**config.mk**
```make
export PLATFORM = sky130hd
export DESIGN_NAME = mito_conv_engine
export DESIGN_NICKNAME = d
export VERILOG_FILES = /design/src/rtl/mito_conv_engine.sv
export SDC_FILE = /design/constraint.sdc
export NUM_CORES = 2
export LEC_CHECK = 0
export BUFFER_PORTS_ARGS = -buffer_cell sky130_fd_sc_hd__buf_4
export CELL_PAD_IN_SITES_DETAIL_PLACEMENT = 0
export CELL_PAD_IN_SITES_GLOBAL_PLACEMENT = 1
export CORE_MARGIN = 5
export CORE_UTILIZATION = 54
export DETAILED_ROUTE_END_ITERATION = 7
export PLACE_DENSITY_LB_ADDON = 0.1
export RECOVER_POWER = 50
export SLEW_MARGIN = 20
export SYNTH_ARGS = -nofsm -noshare
export SYNTH_HDL_FRONTEND = slang
export SYNTH_SLANG_ARGS = --single-unit
```
**constraint.sdc**
```tcl
create_clock -name clk -period 14.2 [get_ports clk]
set_input_delay 1.42 -clock clk [delete_from_list [all_inputs] [get_ports clk]]
set_output_delay 1.42 -clock clk [all_outputs]
set_load 0.005 [all_outputs]
```
**src/rtl/mito_conv_engine.sv**
```systemverilog
// mito_conv_engine: KxK multi-channel convolution engine with weight preload,
// bias, rounding requantisation, optional ReLU, saturation and valid/ready streams.
module mito_conv_engine #(
  parameter int DATA_W = 8,
  parameter int K      = 3,
  parameter int CH_MAX = 16,
  parameter int ACC_W  = 24,
  parameter int CH_W   = 5,
  parameter int WIN_W  = 16
) (
  input  logic                      clk,
  input  logic                      rst_n,
  input  logic                      start,
  input  logic [CH_W-1:0]           cfg_num_ch,
  input  logic [WIN_W-1:0]          cfg_num_win,
  input  logic [DATA_W-1:0]         cfg_bias,
  input  logic [4:0]                cfg_shift,
  input  logic                      cfg_relu_en,
  input  logic                      wgt_valid,
  input  logic [K*K*DATA_W-1:0]     wgt_data,
  output logic                      wgt_ready,
  input  logic                      ifm_valid,
  input  logic [K*K*DATA_W-1:0]     ifm_data,
  output logic                      ifm_ready,
  output logic                      ofm_valid,
  output logic [DATA_W-1:0]         ofm_data,
  input  logic                      ofm_ready,
  output logic                      busy,
  output logic                      done
);

  localparam int NE    = K * K;
  localparam int BW    = NE * DATA_W;
  localparam int PW    = 2 * DATA_W;
  localparam int IDX_W = (CH_MAX > 1) ? $clog2(CH_MAX) : 1;
  localparam int RW    = ACC_W + 2;
  localparam logic signed [RW-1:0] SMAX = RW'((1 << (DATA_W - 1)) - 1);
  localparam logic signed [RW-1:0] SMIN = ~SMAX;

  typedef enum logic [1:0] {
    S_IDLE,
    S_LOAD,
    S_COMP,
    S_DONE
  } state_e;

  state_e state_q, state_d;

  logic [CH_W-1:0]  num_ch_q, num_ch_d;
  logic [WIN_W-1:0] num_win_q, num_win_d;
  logic [DATA_W-1:0] bias_q, bias_d;
  logic [4:0]       shift_q, shift_d;
  logic             relu_q, relu_d;

  logic [CH_W-1:0]  wgt_cnt_q, wgt_cnt_d;
  logic [CH_W-1:0]  ch_cnt_q, ch_cnt_d;
  logic [WIN_W-1:0] win_cnt_q, win_cnt_d;
  logic             drain_q, drain_d;

  logic             in_vld_q, in_vld_d;
  logic [BW-1:0]    in_data_q, in_data_d;
  logic [IDX_W-1:0] in_ch_q, in_ch_d;
  logic             in_last_q, in_last_d;

  logic             s1_vld_q, s1_vld_d;
  logic             s1_first_q, s1_first_d;
  logic             s1_last_q, s1_last_d;
  logic signed [ACC_W-1:0] psum_q, psum_d;

  logic signed [ACC_W-1:0] acc_q, acc_d;
  logic             fin_q, fin_d;

  logic             ofm_vld_q, ofm_vld_d;
  logic [DATA_W-1:0] ofm_q, ofm_d;

  logic [BW-1:0]    wgt_bank [CH_MAX];

  logic [CH_W-1:0]  ch_m1;
  logic [WIN_W-1:0] win_m1;
  logic             cfg_ok;
  logic             wgt_fire;
  logic             ifm_fire;
  logic             ofm_fire;
  logic             ofm_load;
  logic             ch_last;

  assign ch_m1     = num_ch_q - 1'b1;
  assign win_m1    = num_win_q - 1'b1;
  assign cfg_ok    = (cfg_num_ch != '0) &&
                     (cfg_num_ch <= CH_W'(CH_MAX)) &&
                     (cfg_num_win != '0);
  assign wgt_ready = (state_q == S_LOAD);
  assign ifm_ready = (state_q == S_COMP) && !drain_q;
  assign wgt_fire  = wgt_valid && wgt_ready;
  assign ifm_fire  = ifm_valid && ifm_ready;
  assign ofm_fire  = ofm_vld_q && ofm_ready;
  assign ofm_load  = fin_q && (!ofm_vld_q || ofm_ready);
  assign ch_last   = (ch_cnt_q == ch_m1);

  assign ofm_valid = ofm_vld_q;
  assign ofm_data  = ofm_q;
  assign busy      = (state_q != S_IDLE);
  assign done      = (state_q == S_DONE);

  // Weight bank keeps its contents across reset and jobs.
  always_ff @(posedge clk) begin
    if (wgt_fire) begin
      wgt_bank[wgt_cnt_q[IDX_W-1:0]] <= wgt_data;
    end
  end

  logic [BW-1:0]          wrow;
  logic signed [PW-1:0]   a_x;
  logic signed [PW-1:0]   w_x;
  logic signed [PW-1:0]   prod;

  always_comb begin
    wrow   = wgt_bank[in_ch_q];
    psum_d = '0;
    a_x    = '0;
    w_x    = '0;
    prod   = '0;
    for (int i = 0; i < NE; i++) begin
      a_x    = {{DATA_W{in_data_q[i*DATA_W+DATA_W-1]}},
                in_data_q[i*DATA_W +: DATA_W]};
      w_x    = {{DATA_W{wrow[i*DATA_W+DATA_W-1]}},
                wrow[i*DATA_W +: DATA_W]};
      prod   = a_x * w_x;
      psum_d = psum_d + {{(ACC_W-PW){prod[PW-1]}}, prod};
    end
  end

  logic signed [RW-1:0] r0;
  logic signed [RW-1:0] rnd;
  logic signed [RW-1:0] r1;
  logic signed [RW-1:0] r2;
  logic [DATA_W-1:0]    sat;

  always_comb begin
    r0  = {{(RW-ACC_W){acc_q[ACC_W-1]}}, acc_q} +
          {{(RW-DATA_W){bias_q[DATA_W-1]}}, bias_q};
    rnd = (shift_q == 5'd0) ? '0 :
          ({{(RW-1){1'b0}}, 1'b1} << (shift_q - 5'd1));
    r1  = (r0 + rnd) >>> shift_q;
    r2  = (relu_q && r1[RW-1]) ? '0 : r1;
    if (r2 > SMAX) begin
      sat = SMAX[DATA_W-1:0];
    end else if (r2 < SMIN) begin
      sat = SMIN[DATA_W-1:0];
    end else begin
      sat = r2[DATA_W-1:0];
    end
  end

  always_comb begin
    state_d    = state_q;
    num_ch_d   = num_ch_q;
    num_win_d  = num_win_q;
    bias_d     = bias_q;
    shift_d    = shift_q;
    relu_d     = relu_q;
    wgt_cnt_d  = wgt_cnt_q;
    ch_cnt_d   = ch_cnt_q;
    win_cnt_d  = win_cnt_q;
    drain_d    = drain_q;
    in_vld_d   = ifm_fire;
    in_data_d  = in_data_q;
    in_ch_d    = in_ch_q;
    in_last_d  = in_last_q;
    s1_vld_d   = in_vld_q;
    s1_first_d = s1_first_q;
    s1_last_d  = s1_last_q;
    acc_d      = acc_q;
    fin_d      = fin_q;
    ofm_vld_d  = ofm_vld_q;
    ofm_d      = ofm_q;

    unique case (state_q)
      S_IDLE: begin
        if (start && cfg_ok) begin
          num_ch_d  = cfg_num_ch;
          num_win_d = cfg_num_win;
          bias_d    = cfg_bias;
          shift_d   = cfg_shift;
          relu_d    = cfg_relu_en;
          wgt_cnt_d = '0;
          ch_cnt_d  = '0;
          win_cnt_d = '0;
          drain_d   = 1'b0;
          state_d   = S_LOAD;
        end
      end
      S_LOAD: begin
        if (wgt_fire) begin
          if (wgt_cnt_q == ch_m1) begin
            wgt_cnt_d = '0;
            state_d   = S_COMP;
          end else begin
            wgt_cnt_d = wgt_cnt_q + 1'b1;
          end
        end
      end
      S_COMP: begin
        if (ofm_fire && (win_cnt_q == win_m1)) begin
          state_d = S_DONE;
        end
      end
      S_DONE: begin
        state_d = S_IDLE;
      end
      default: begin
        state_d = S_IDLE;
      end
    endcase

    if (ifm_fire) begin
      in_data_d = ifm_data;
      in_ch_d   = ch_cnt_q[IDX_W-1:0];
      in_last_d = ch_last;
      if (ch_last) begin
        ch_cnt_d = '0;
        drain_d  = 1'b1;
      end else begin
        ch_cnt_d = ch_cnt_q + 1'b1;
      end
    end

    if (in_vld_q) begin
      s1_first_d = (in_ch_q == '0);
      s1_last_d  = in_last_q;
    end

    if (s1_vld_q) begin
      acc_d = (s1_first_q ? '0 : acc_q) + psum_q;
      if (s1_last_q) begin
        fin_d = 1'b1;
      end
    end

    // Load and handshake may coincide: the new result replaces the taken one.
    if (ofm_load) begin
      ofm_d     = sat;
      ofm_vld_d = 1'b1;
      fin_d     = 1'b0;
      drain_d   = 1'b0;
    end else if (ofm_fire) begin
      ofm_vld_d = 1'b0;
    end

    if (ofm_fire) begin
      win_cnt_d = win_cnt_q + 1'b1;
    end

    if (state_q == S_DONE) begin
      in_vld_d = 1'b0;
      s1_vld_d = 1'b0;
      fin_d    = 1'b0;
      drain_d  = 1'b0;
      ch_cnt_d = '0;
    end
  end

  logic signed [ACC_W-1:0] psum_n;
  assign psum_n = in_vld_q ? psum_d : psum_q;

  always_ff @(posedge clk or negedge rst_n) begin
    if (!rst_n) begin
      state_q    <= S_IDLE;
      num_ch_q   <= '0;
      num_win_q  <= '0;
      bias_q     <= '0;
      shift_q    <= '0;
      relu_q     <= 1'b0;
      wgt_cnt_q  <= '0;
      ch_cnt_q   <= '0;
      win_cnt_q  <= '0;
      drain_q    <= 1'b0;
      in_vld_q   <= 1'b0;
      in_data_q  <= '0;
      in_ch_q    <= '0;
      in_last_q  <= 1'b0;
      s1_vld_q   <= 1'b0;
      s1_first_q <= 1'b0;
      s1_last_q  <= 1'b0;
      psum_q     <= '0;
      acc_q      <= '0;
      fin_q      <= 1'b0;
      ofm_vld_q  <= 1'b0;
      ofm_q      <= '0;
    end else begin
      state_q    <= state_d;
      num_ch_q   <= num_ch_d;
      num_win_q  <= num_win_d;
      bias_q     <= bias_d;
      shift_q    <= shift_d;
      relu_q     <= relu_d;
      wgt_cnt_q  <= wgt_cnt_d;
      ch_cnt_q   <= ch_cnt_d;
      win_cnt_q  <= win_cnt_d;
      drain_q    <= drain_d;
      in_vld_q   <= in_vld_d;
      in_data_q  <= in_data_d;
      in_ch_q    <= in_ch_d;
      in_last_q  <= in_last_d;
      s1_vld_q   <= s1_vld_d;
      s1_first_q <= s1_first_d;
      s1_last_q  <= s1_last_d;
      psum_q     <= psum_n;
      acc_q      <= acc_d;
      fin_q      <= fin_d;
      ofm_vld_q  <= ofm_vld_d;
      ofm_q      <= ofm_d;
    end
  end

endmodule
```
; After elaboration in Yosys (flattened, before gate mapping)
; Memory sizes are Yosys's and may differ from the RTL's.
; Index checks and enable logic that the tools add are counted.
[totals]
regBits = 203
ramBits = 1152
input_bits = 185
elab_cells = 134
mem_count = 1
[mem_list]
columns = name, words, word_bits, read_ports, rd_ports_with_merged_regs, wr, line_no
row1 = wgt_bank, 16, 72, 1, 0, 1, 76  ; logic [BW-1:0] wgt_bank [CH_MAX];
[op_classes]
addsub = 17
multipliers = 9
n_lt_le_gt_ge = 3
eq_ne = 10
shifts = 2
n_mux = 37
reduce_logical = 33
[op_table]
columns = op, n
row1 = 8-bit by 8-bit multiplier with 16-bit output, 9
row2 = 26-bit 2-to-1 mux, 2
row3 = 16-bit 2-to-1 mux, 3
row4 = 5-bit 2-to-1 mux, 7
row5 = 25-bit by 26-bit adder with 26-bit output, 1
row6 = "26-bit by 8-bit greater-than comparator with 1-bit output, second input constant", 1
row7 = "26-bit by 8-bit < comparator with 1-bit output, second input constant", 1
row8 = "1-bit by 5-bit << shifter with 26-bit output, first input constant", 1
row9 = 26-bit by 5-bit >>> shifter with 26-bit output, 1
row10 = 24-bit by 8-bit adder with 25-bit output, 1
row11 = 23-bit by 16-bit adder with 24-bit output, 1
row12 = 24-bit adder, 1
row13 = 24-bit 2-to-1 mux, 1
row14 = 22-bit by 16-bit adder with 23-bit output, 1
row15 = 21-bit by 16-bit adder with 22-bit output, 1
row16 = 20-bit by 16-bit adder with 21-bit output, 1
row17 = 19-bit by 16-bit adder with 20-bit output, 1
row18 = 18-bit by 16-bit adder with 19-bit output, 1
row19 = 17-bit by 16-bit adder with 18-bit output, 1
row20 = 16-bit by 16-bit adder with 17-bit output, 1
row21 = "16-bit by 1-bit adder with 16-bit output, second input constant", 1
row22 = 16-bit equality test, 1
row23 = 1-bit 2-to-1 mux, 16
row24 = 8-bit 2-to-1 mux, 2
row25 = 25 further kinds, 54

; Logic depth before layout (Yosys ltp)
[depth]
depth_word = 10
ltp_mapped = 38
mapped_depth_nobuf = 35

; Worst setup path before layout
; OpenSTA, ideal clock, no wires.
[synth_path]
kind = reg-to-reg
start = reg in_ch_q[0]
end = reg psum_q[22]
setup_time_ns = 0.125
arrival_time_ns = 10.302
required_ns = 14.075
setup_slack_ns = 3.773
stages_incl_launch_ff = 34
synth_period_minus_slack_ns = 10.427
cell_sequence = dfrtp_1 -> clkbuf_1 -> buf_1 -> buf_1 -> mux4_2 -> mux4_2 -> and2_1 -> fa_1 -> inv_1 -> fa_1 -> fa_1 -> fa_1 -> inv_1 -> fa_1 -> inv_1 -> fa_1 -> fa_1 -> fa_1 -> fa_1 -> inv_1 -> fa_1 -> ha_1 -> a21oi_1 -> o21ai_0 -> a21oi_1 -> nand2b_1 -> a21boi_0 -> o31a_1 -> o211ai_1 -> a31oi_1 -> or4_1 -> a31oi_1 -> xnor2_1 -> mux2_2
[synth_between]
elab_chain_cells = 10
word_cells_on_any_way = 18
classes_between = add/sub (8) / mul (9) / memory (1)
[synth_rtl]
columns = element, line_no
row1 = start: declaration, 62  ; logic [IDX_W-1:0] in_ch_q, in_ch_d;
row2 = start signal: assignment, 303  ; in_ch_q <= in_ch_d;
row3 = memory 16 x 72 bit *, --
row4 = 8-bit by 8-bit multiplier with 16-bit output, 128  ; prod = a_x * w_x;
row5 = 16-bit by 16-bit adder with 17-bit output, 129  ; psum_d = psum_d + {{(ACC_W-PW){prod[PW-1]}}, prod};
row6 = 17-bit by 16-bit adder with 18-bit output, 129
row7 = 18-bit by 16-bit adder with 19-bit output, 129
row8 = 19-bit by 16-bit adder with 20-bit output, 129
row9 = 20-bit by 16-bit adder with 21-bit output, 129
row10 = 21-bit by 16-bit adder with 22-bit output, 129
row11 = 22-bit by 16-bit adder with 23-bit output, 129
row12 = 23-bit by 16-bit adder with 24-bit output *, 129
row13 = end signal: assignment, 308  ; psum_q <= psum_n;
row14 = end: declaration, 68  ; logic signed [ACC_W-1:0] psum_q, psum_d;
; Every way passes the cells marked *; elsewhere a longest branch is shown, timed or not.
; A chain may end at the register's enable or synchronous reset.

; Worst setup path after layout
[layout_path]
start = reg in_ch_q[0]
end = reg psum_q[23]
; Same word-level chain as after synthesis.

==> flow_metrics.env <==
export IMPL_cts_resized=0
export IMPL_max_freq_mhz=87.7
export IMPL_drive_gt1_share_pct=16.1
export IMPL_tns_ns=0
export IMPL_routed_wl_mm=213
export IMPL_status="finished, violations left"
export IMPL_min_period_over_period_pct=80.3
export IMPL_min_to="in_last_q"
export IMPL_drt_pass1_iter_count=7
export IMPL_synth_ff_type="edfxtp_1"
export IMPL_grt_util_all_layers_pct=26.9
export IMPL_worstRegToRegCells=32
export IMPL_syn_cell_area_sq_mm=0.0827
export IMPL_hold_path_startpoint="in_last_q"
export IMPL_cp_end_kind="flop"
export IMPL_core_area_sq_mm=0.152
export IMPL_criticalPathCategory="flop to flop"
export IMPL_via_per_inst=5.77
export IMPL_critPathTopFamily="adder cells"
export IMPL_die_x_microns=401
export IMPL_hold_depth=1
export IMPL_htreeDepth=4
export IMPL_io_pins=198
export IMPL_ant_nets=0
export IMPL_nets=7153
export IMPL_initialDrtViolationCount=3740
export IMPL_syn2layout_area_growth_pct=10.5
export IMPL_cp_arrival_ns=12.01
export IMPL_hold_buffers=0
export IMPL_rsz0062_at_grt="false"
export IMPL_cts_buffers=143
export IMPL_ys_ff_latch=1355
export IMPL_clock_skew_ns=0.0399
export IMPL_yosysTopAreaCell="edfxtp_1"
export IMPL_hold_viol=0
export IMPL_synth_cell_types=85
export IMPL_min_period_ns=11.41
export IMPL_reg2reg_to="psum_q[23]"
export IMPL_initial_utilization_pct=54.4
export IMPL_clock_sinks=1355
export IMPL_synth_edff_count=1152
export IMPL_synth_top_cells_by_area="edfxtp_1 (42%), fa_1 (20%), mux4_2 (9.8%)"
export IMPL_synth_async_sr_flop_share_pct=15.0
export IMPL_wire_per_inst_microns=26.5
export IMPL_synth_common_cells="edfxtp_1 (1152), inv_1 (931), fa_1 (835)"
export IMPL_crit_path_start_kind="flop"
export IMPL_post_dp_hpwl_mm=150
export IMPL_synth_seq_area_share_pct=48.0
export IMPL_syn_num_nets=6933
export IMPL_cpPeakStageDelay_ns=0.91
export IMPL_maxCapViolCount=4
export IMPL_grt_max_degree=136
export IMPL_fin_util_pct=60.1
export IMPL_grt_pass1_vias=49400
export IMPL_grt_pass1_wl_mm=321
export IMPL_slew_headroom_pct=-247
export IMPL_tritoncts="built"
export IMPL_r2r_start="in_ch_q[0]"
export IMPL_clk_latency_ns=0.77
export IMPL_yosysMostFrequentCell="edfxtp_1"
export IMPL_crit_top_cell="fa_1"
export IMPL_grt_overflow=0
export IMPL_slew_viol_final=190
export IMPL_syn_inst=5657
export IMPL_fp_row_count=143
export IMPL_routabilityCongestion=0.903
export IMPL_drc=0
export IMPL_setup_viol=0
export IMPL_die_y_microns=401
export IMPL_worst_slew_pin_slew_ns=5.21
export IMPL_violations="max-capacitance violations, max-slew violations"
export IMPL_hold_path_class="flop to flop"
export IMPL_antenna_found_initial=32
export IMPL_vias=46400
export IMPL_dieArea_sq_mm=0.161
export IMPL_cp_slowest_cell="dfrtp_4"
export IMPL_worstPathRequired_ns=14.80
export IMPL_critPathBufInv=6
export IMPL_clock_root_buffer="clkbuf_16"
export IMPL_ctsLongestPathBuffers=3
export IMPL_cts_clk_slew_worst_paths_ns=0.06
export IMPL_synth_top_cell_area_share_pct=41.8
export IMPL_io_buffers=197
export IMPL_reg2reg_slack_ns=2.79
export IMPL_crit_path_max_fanout=47
export IMPL_syn_area_per_cell_sq_um=14.6
export IMPL_yosysWarnings=0
export IMPL_cts_setup_buffers=0
==> worst max path at each step <==
stage / cells after the start / endpoint / start / slack [ns]
6_report: 32 / psum_q[23] / in_ch_q[0] / 2.79
5_1_grt: 34 / psum_q[23] / in_ch_q[0] / 1.98
4_1_cts: 32 / psum_q[23] / in_ch_q[0] / 2.68
3_5_place_dp: 32 / psum_q[23] / in_ch_q[0] / 2.66
3_3_place_gp: 32 / psum_q[23] / in_ch_q[0] / 2.67
2_1_floorplan: 33 / psum_q[22] / in_ch_q[0] / 3.77
==> metrics by stage <==
step,worst slack [ns],hold slack (ns),instance area [sq um],std cells
after floorplan,3.77,0.444,82700,5657
after global placement,2.67,0.456,86700,7762
after detailed placement,2.66,0.464,86700,7762
after CTS,2.68,0.477,91600,8022
after global routing,1.98,0.492,91300,8023
final,2.79,0.475,91400,8036
==> state kept, by name, summed over array words and instances (netlist names), 2 cells and up <==
signal     flops
wgt_bank    1152
in_data_q     72
acc_q         24
psum_q        24
num_win_q     16
win_cnt_q     16
bias_q         8
ofm_data       8
ch_cnt_q       5
num_ch_q       5
shift_q        5
wgt_cnt_q      5
in_ch_q        4
state_q        2
==> metal layers <==
| layer | GRT usage [%] | routed length (microns) | up-vias |
|---|---|---|---|
| met5 | 0 | 92 | - |
| met4 | 5.91 | 4550 | 14 |
| met3 | 4.41 | 12800 | 250 |
| met2 | 45.8 | 108000 | 1356 |
| met1 | 37.1 | 87700 | 24700 |
| li1 | - | - | 20000 |
==> layout by cell type (no fill, tap or decap), types with 21 or more instances in the layout <==
cell type / netlist / layout
inv_1: 931 / 931
nor3_1: 44 / 42
xnor2_1: 50 / 50
ha_1: 256 / 256
nand4_1: 21 / 21
a211oi_1: 21 / 21
nor2b_1: 38 / 38
fa_1: 835 / 835
xor2_1: 30 / 30
edfxtp_1: 1152 / 1152
mux2i_1: 28 / 28
and2_1: 294 / 293
mux4_2: 360 / 360
mux2_2: 158 / 158
clkbuf_16: 0 / 144
nand3_1: 35 / 35
dfrtp_1: 203 / 199
a21oi_1: 81 / 81
clkinv_1: 2 / 26
clkbuf_1: 104 / 109
buf_4: 0 / 171
nor2_1: 179 / 165
nand2b_1: 48 / 48
a31oi_1: 28 / 28
o21ai_0: 87 / 87
nand2_1: 334 / 333
==> logic make-up after synthesis <==
logic type	count (synthesis)	synth area share, %
buffers and inverters	1114	5.07
flip-flops	1355	48.0
AO/OA/AOI/OAI	387	3.09
adder cells (fa/ha/maj)	1091	24.1
XOR/XNOR	80	0.848
AND/OR/NAND/NOR	1082	6.58
multiplexers	548	12.3
==> final cells by class <==
cell class / count / area (sq um)
Antenna cell: 14 / 35.0
Clock buffer: 184 / 3830
Clock inverter: 76 / 1120
Fill cell: 11800 / 60700
Inverter: 934 / 3510
Multi-Input combinational cell: 3188 / 38900
Sequential cell: 1355 / 39700
Tap cell: 2030 / 2540
Timing Repair Buffer: 255 / 1700
Power is not shown: default switching activity piles up to over one toggle a cycle in this logic, so the estimate is an artifact.
